File: config.mk
export PLATFORM = sky130hd
export DESIGN_NAME = mips32_rtype_exec_unit
export DESIGN_NICKNAME = d
export VERILOG_FILES = /design/src/rtl/mips32_rtype_exec_unit.sv
export SDC_FILE = /design/constraint.sdc
export NUM_CORES = 2
export LEC_CHECK = 0
export CAP_MARGIN = 20
export CORE_MARGIN = 2
export CORE_UTILIZATION = 55
export DETAILED_ROUTE_END_ITERATION = 10
export PLACE_DENSITY_LB_ADDON = 0.25
export SYNTH_ARGS = -nofsm -noshare
export SYNTH_HDL_FRONTEND = slang
export SYNTH_SLANG_ARGS = --single-unit
File: constraint.sdc
create_clock -name clk -period 7.75 [get_ports clk]
set_input_delay 1.55 -clock clk [delete_from_list [all_inputs] [get_ports clk]]
set_output_delay 1.55 -clock clk [all_outputs]
set_load 0.005 [all_outputs]
File: src/rtl/mips32_rtype_exec_unit.sv
// MIPS32 R-type execution unit: 32x32 register file, four-state
// accept/decode/execute/writeback sequencer, one result per four cycles.
module mips32_rtype_exec_unit #(
    parameter int DATA_W = 32,
    parameter int REG_N  = 32
) (
    input  logic              clk,
    input  logic              rst_n,
    input  logic [31:0]       instr,
    input  logic              in_valid,
    output logic              in_ready,
    output logic [DATA_W-1:0] result,
    output logic              out_valid,
    output logic              overflow,
    output logic              illegal,
    input  logic [4:0]        dbg_addr,
    output logic [DATA_W-1:0] dbg_data
);

    typedef enum logic [1:0] {
        S_IDLE,
        S_DECODE,
        S_EXEC,
        S_WB
    } state_e;

    localparam logic [5:0] F_SLL  = 6'b000000;
    localparam logic [5:0] F_SRL  = 6'b000010;
    localparam logic [5:0] F_SRA  = 6'b000011;
    localparam logic [5:0] F_ADD  = 6'b100000;
    localparam logic [5:0] F_ADDU = 6'b100001;
    localparam logic [5:0] F_SUB  = 6'b100010;
    localparam logic [5:0] F_SUBU = 6'b100011;
    localparam logic [5:0] F_AND  = 6'b100100;
    localparam logic [5:0] F_OR   = 6'b100101;
    localparam logic [5:0] F_NOR  = 6'b100111;
    localparam logic [5:0] F_SLT  = 6'b101010;
    localparam logic [5:0] F_SLTU = 6'b101011;

    state_e            state_q, state_d;
    logic [31:0]       instr_q;
    logic [DATA_W-1:0] a_q, b_q;
    logic [4:0]        shamt_q, rd_q;
    logic [5:0]        funct_q;
    logic              op_ill_q;
    logic [DATA_W-1:0] result_q, res_d;
    logic              ovf_q, ovf_d;
    logic              ill_q, ill_d;
    logic [DATA_W-1:0] rf_q [REG_N];

    logic [5:0]        dec_op;
    logic [4:0]        dec_rs, dec_rt;
    logic [DATA_W-1:0] sum, diff;
    logic              wb_en;

    assign dec_op = instr_q[31:26];
    assign dec_rs = instr_q[25:21];
    assign dec_rt = instr_q[20:16];

    assign in_ready  = (state_q == S_IDLE);
    assign out_valid = (state_q == S_WB);
    assign result    = result_q;
    assign overflow  = ovf_q;
    assign illegal   = ill_q;
    assign dbg_data  = (dbg_addr == 5'd0) ? '0 : rf_q[dbg_addr];

    // Overflowing or illegal results are reported but never committed.
    assign wb_en = (state_q == S_WB) && (rd_q != 5'd0)
                   && !ovf_q && !ill_q;

    always_comb begin
        state_d = state_q;
        unique case (state_q)
            S_IDLE:   if (in_valid) state_d = S_DECODE;
            S_DECODE: state_d = S_EXEC;
            S_EXEC:   state_d = S_WB;
            S_WB:     state_d = S_IDLE;
            default:  state_d = S_IDLE;
        endcase
    end

    always_comb begin
        sum   = a_q + b_q;
        diff  = a_q - b_q;
        res_d = '0;
        ovf_d = 1'b0;
        ill_d = op_ill_q;
        if (!op_ill_q) begin
            case (funct_q)
                F_ADD: begin
                    res_d = sum;
                    ovf_d = (a_q[DATA_W-1] == b_q[DATA_W-1])
                            && (sum[DATA_W-1] != a_q[DATA_W-1]);
                end
                F_ADDU: res_d = sum;
                F_SUB: begin
                    res_d = diff;
                    ovf_d = (a_q[DATA_W-1] != b_q[DATA_W-1])
                            && (diff[DATA_W-1] != a_q[DATA_W-1]);
                end
                F_SUBU:  res_d = diff;
                F_AND:   res_d = a_q & b_q;
                F_OR:    res_d = a_q | b_q;
                F_NOR:   res_d = ~(a_q | b_q);
                F_SLT:   res_d[0] = $signed(a_q) < $signed(b_q);
                F_SLTU:  res_d[0] = a_q < b_q;
                F_SLL:   res_d = b_q << shamt_q;
                F_SRL:   res_d = b_q >> shamt_q;
                F_SRA:   res_d = $signed(b_q) >>> shamt_q;
                default: ill_d = 1'b1;
            endcase
        end
    end

    always_ff @(posedge clk or negedge rst_n) begin
        if (!rst_n) begin
            state_q  <= S_IDLE;
            instr_q  <= '0;
            a_q      <= '0;
            b_q      <= '0;
            shamt_q  <= '0;
            rd_q     <= '0;
            funct_q  <= '0;
            op_ill_q <= 1'b0;
            result_q <= '0;
            ovf_q    <= 1'b0;
            ill_q    <= 1'b0;
            // Register i resets to i so tests start from known operands.
            for (int i = 0; i < REG_N; i++) begin
                rf_q[i] <= DATA_W'(i);
            end
        end else begin
            state_q <= state_d;
            if (state_q == S_IDLE && in_valid) begin
                instr_q <= instr;
            end
            if (state_q == S_DECODE) begin
                a_q      <= (dec_rs == 5'd0) ? '0 : rf_q[dec_rs];
                b_q      <= (dec_rt == 5'd0) ? '0 : rf_q[dec_rt];
                rd_q     <= instr_q[15:11];
                shamt_q  <= instr_q[10:6];
                funct_q  <= instr_q[5:0];
                op_ill_q <= (dec_op != 6'd0);
            end
            if (state_q == S_EXEC) begin
                result_q <= res_d;
                ovf_q    <= ovf_d;
                ill_q    <= ill_d;
            end
            if (wb_en) begin
                rf_q[rd_q] <= result_q;
            end
        end
    end

endmodule

==> out/metrics.yaml <==
tightest_slew_ps: 1250
grt_pass1_wl_um: 397000
drive_gt1_frac: 0.331
postCtsSetupRepairBufs: 0
relSlewSlack: 0.165
p_leak_uw: 0.0357
post-dp-hpwl_um: 161000
synth_cell_types: 79
cts_buffers: 133
setup_viol: 0
wl_per_cell_um: 33.3
placed_area_um2: 78500
period_share: 0.808
ys_ff_latch: 1173
slowest_stage: "mux2i_1"
power_density_nw_per_um2: 318
clockRootBuffer: "clkbuf_16"
end_kind: "output port"
max_cap_violations: 0
start_kind: "input pin"
fin_area_um2: 83000
skew_ps: 23.5
cpLargestDelayFamily: "multiplexers"
dp_cells: 7839
synth_nets: 6638
cts.htree.levels: 4
crit_chain: "buf_8 > buf_4 > mux4_2 > mux4_2 > mux2i_1 > nor2_1 > clkdlybuf4s50_1"
crit_fanout: 41
area_growth_pct: 8.92
finalSetupTns_ps: 0
finalNonFillerCells: 8088
rsz0062_at_grt: "no"
num_vias: 60200
cts_hold_buf: 0
maxSlewViolCount: 0
seq_area_frac_synth: 0.386
peakVddDrop_mv: 0.385
ios: 108
port_buffers: 107
track_usage: 0.379
grt_pass1_vias: 59100
hold_class: "reg -> reg"
rows: 136
yosys_warnings: 0
synth_cells: 6489
crit_top_cell: "mux4_2"
via_per_inst: 7.44
path_clk_slew_ps: 60
cts_tree: "yes"
clk_path_buf_depth: 3
firstDrtPassIters: 6
die_h_um: 376
syn_area_um2: 76200
post_cts_resized: 0
fmax_mhz: 160
core_um2: 137000
grt_max_degree: 172
path_class: "in -> out"
timing.hold.ws_ps: 424
post-route-min-period_ps: 6260
die_w_um: 376
worstPathBufferInverterCount: 3
worstPathRequired_ps: 6200
worstSkewPairLatency_ps: 790
start_util: 0.554
routabilityCongestion: 0.971
hold_viol_final: 0
antenna_left: 0
synth_flop_cell: "dfrtp_1"
n_fill_cell: 10800
drtIter0Drc: 7512
clock_sinks: 1173
grt-ovfl-total: 0
antenna_found_initial: 17
arrival_ps: 4710
wl_um: 269000
syn_area_per_cell_um2: 11.7
drc_errors: 0
final_nets: 6332
max_stage_delay_ps: 620
status: "completed"
die-area_um2: 142000
fin_util: 0.604
synth_enable_flop_cells: 0
synthArstFlopShare: 1.00
## path summary, 6_finish.rpt
kind	from	end	slack, ps	cells after the start
worst max-delay path	dbg_addr[0]	dbg_data[31]	1490	7
worst min-delay path	rf_q[1011]	rf_q[1011]	420	0
worst max register to register	instr_q[18]	b_q[29]	3250	8
worst min register to register	rf_q[1011]	rf_q[1011]	420	0
max in group asynchronous	rst_n	rf_q[177]	5230	3
min in group asynchronous	rst_n	instr_q[28]	760	1
## cell type report
cell class                      count  area [um^2]  area share
Tap cell                         1794         2240      0.0270
Timing Repair Buffer              242         2390      0.0288
Clock buffer                      192         3890      0.0468
Clock inverter                     47          522     0.00629
Sequential cell                  1173        29500       0.355
Multi-Input combinational cell   4523        44000       0.530
Inverter                          110          413     0.00497
Antenna cell                        7         17.5    0.000211
## cells in the final DEF (no fill, tap or decap), drive strengths merged, types with 21 or more instances in the layout
master and count:
a21oi 443, clkbuf 192, a211oi 30, ha 107
mux2i 474, nor2 267, inv 118, clkinv 29
clkdlybuf4s50 101, dfrtp 1093, nand2b 21, buf 141
o22ai 204, xnor2 57, nand3 31, dfstp 80
nand2 330, o21ai 454, a22oi 40, mux4 611
o221ai 142, mux2 962, nor3 103
## per-stage QoR
step / worst slack [ps] / power, uW
2_1_floorplan: 2480 / 15400
3_3_place_gp: 1590 / 19400
3_5_place_dp: 1560 / 19500
4_1_cts: 1550 / 25900
5_1_grt: 1430 / 27300
6_report: 1490 / 26400
## sequential cells by signal, summed over array words and instances (netlist names), 2 cells and up
register	flops
a_q	32
b_q	32
funct_q	6
instr_q	32
rd_q	5
result	32
rf_q	1024
shamt_q	5
state_q	2
## cells by family (layout without fill, tap and decap cells)
kind of cell | after synthesis | in the layout | synth area share
DFF | 1173 | 1173 | 0.386
muxes | 2047 | 2047 | 0.385
AOI/OAI and AO/OA | 1466 | 1466 | 0.116
adders and majority gates | 109 | 109 | 0.0181
buffers and inverters | 793 | 591 | 0.0399
xor gates and xnor gates | 61 | 61 | 0.00701
other | 0 | 7 | 0
and+or+nand+nor | 840 | 840 | 0.0476
## power breakdown
part / switching [uW] / internal (uW)
Sequential: 941 / 6450
Combinational: 8270 / 4270
Clock: 2680 / 3770
## worst reg2reg max path, cell delays in order (launching register included)
cell,delay [ps]
dfrtp_4,650
buf_4,500
or2_4,920
buf_12,530
o21ai_0,280
o22ai_1,200
nor3_1,100
a21oi_1,1010
o22ai_1,140
## synthesized netlist by cell type, types with 7 or more instances
cell / n / area share
nand2_1: 330 / 0.016
dfstp_2: 80 / 0.028
a21o_1: 11 / 0.0011
or2_2: 8 / 0.00066
clkbuf_1: 501 / 0.025
o2bb2ai_1: 7 / 0.00080
o31ai_1: 14 / 0.0014
nor3_1: 103 / 0.0068
xnor2_1: 57 / 0.0066
buf_1: 140 / 0.0069
nand2b_1: 21 / 0.0017
a221oi_1: 7 / 0.00080
nor4_1: 10 / 0.00082
and2_1: 10 / 0.00082
nand3_1: 31 / 0.0020
o21a_1: 7 / 0.00069
or3_1: 9 / 0.00074
nand4_1: 8 / 0.00066
inv_1: 107 / 0.0053
o22ai_1: 204 / 0.017
o41ai_1: 7 / 0.00080
buf_2: 38 / 0.0025
a22oi_1: 40 / 0.0039
nor2b_1: 18 / 0.0015
a31oi_1: 17 / 0.0014
a21oi_1: 442 / 0.029
nor2_1: 267 / 0.013
a211oi_1: 28 / 0.0028
ha_1: 107 / 0.018
mux2i_1: 474 / 0.062
mux4_2: 611 / 0.18
o21ai_0: 453 / 0.030
mux2_2: 962 / 0.14
dfrtp_1: 1093 / 0.36
o221ai_1: 142 / 0.016
o211ai_1: 15 / 0.0015
o21bai_1: 11 / 0.0011
## per-layer routing
| layer | part of all wire | GRT usage |
|---|---|---|
| met1 | 0.37 | 0.496 |
| met2 | 0.43 | 0.559 |
| met3 | 0.12 | 0.121 |
| met4 | 0.066 | 0.217 |
| met5 | 0.00051 | 0 |
Note: power is estimated with default switching activity, not from simulation.
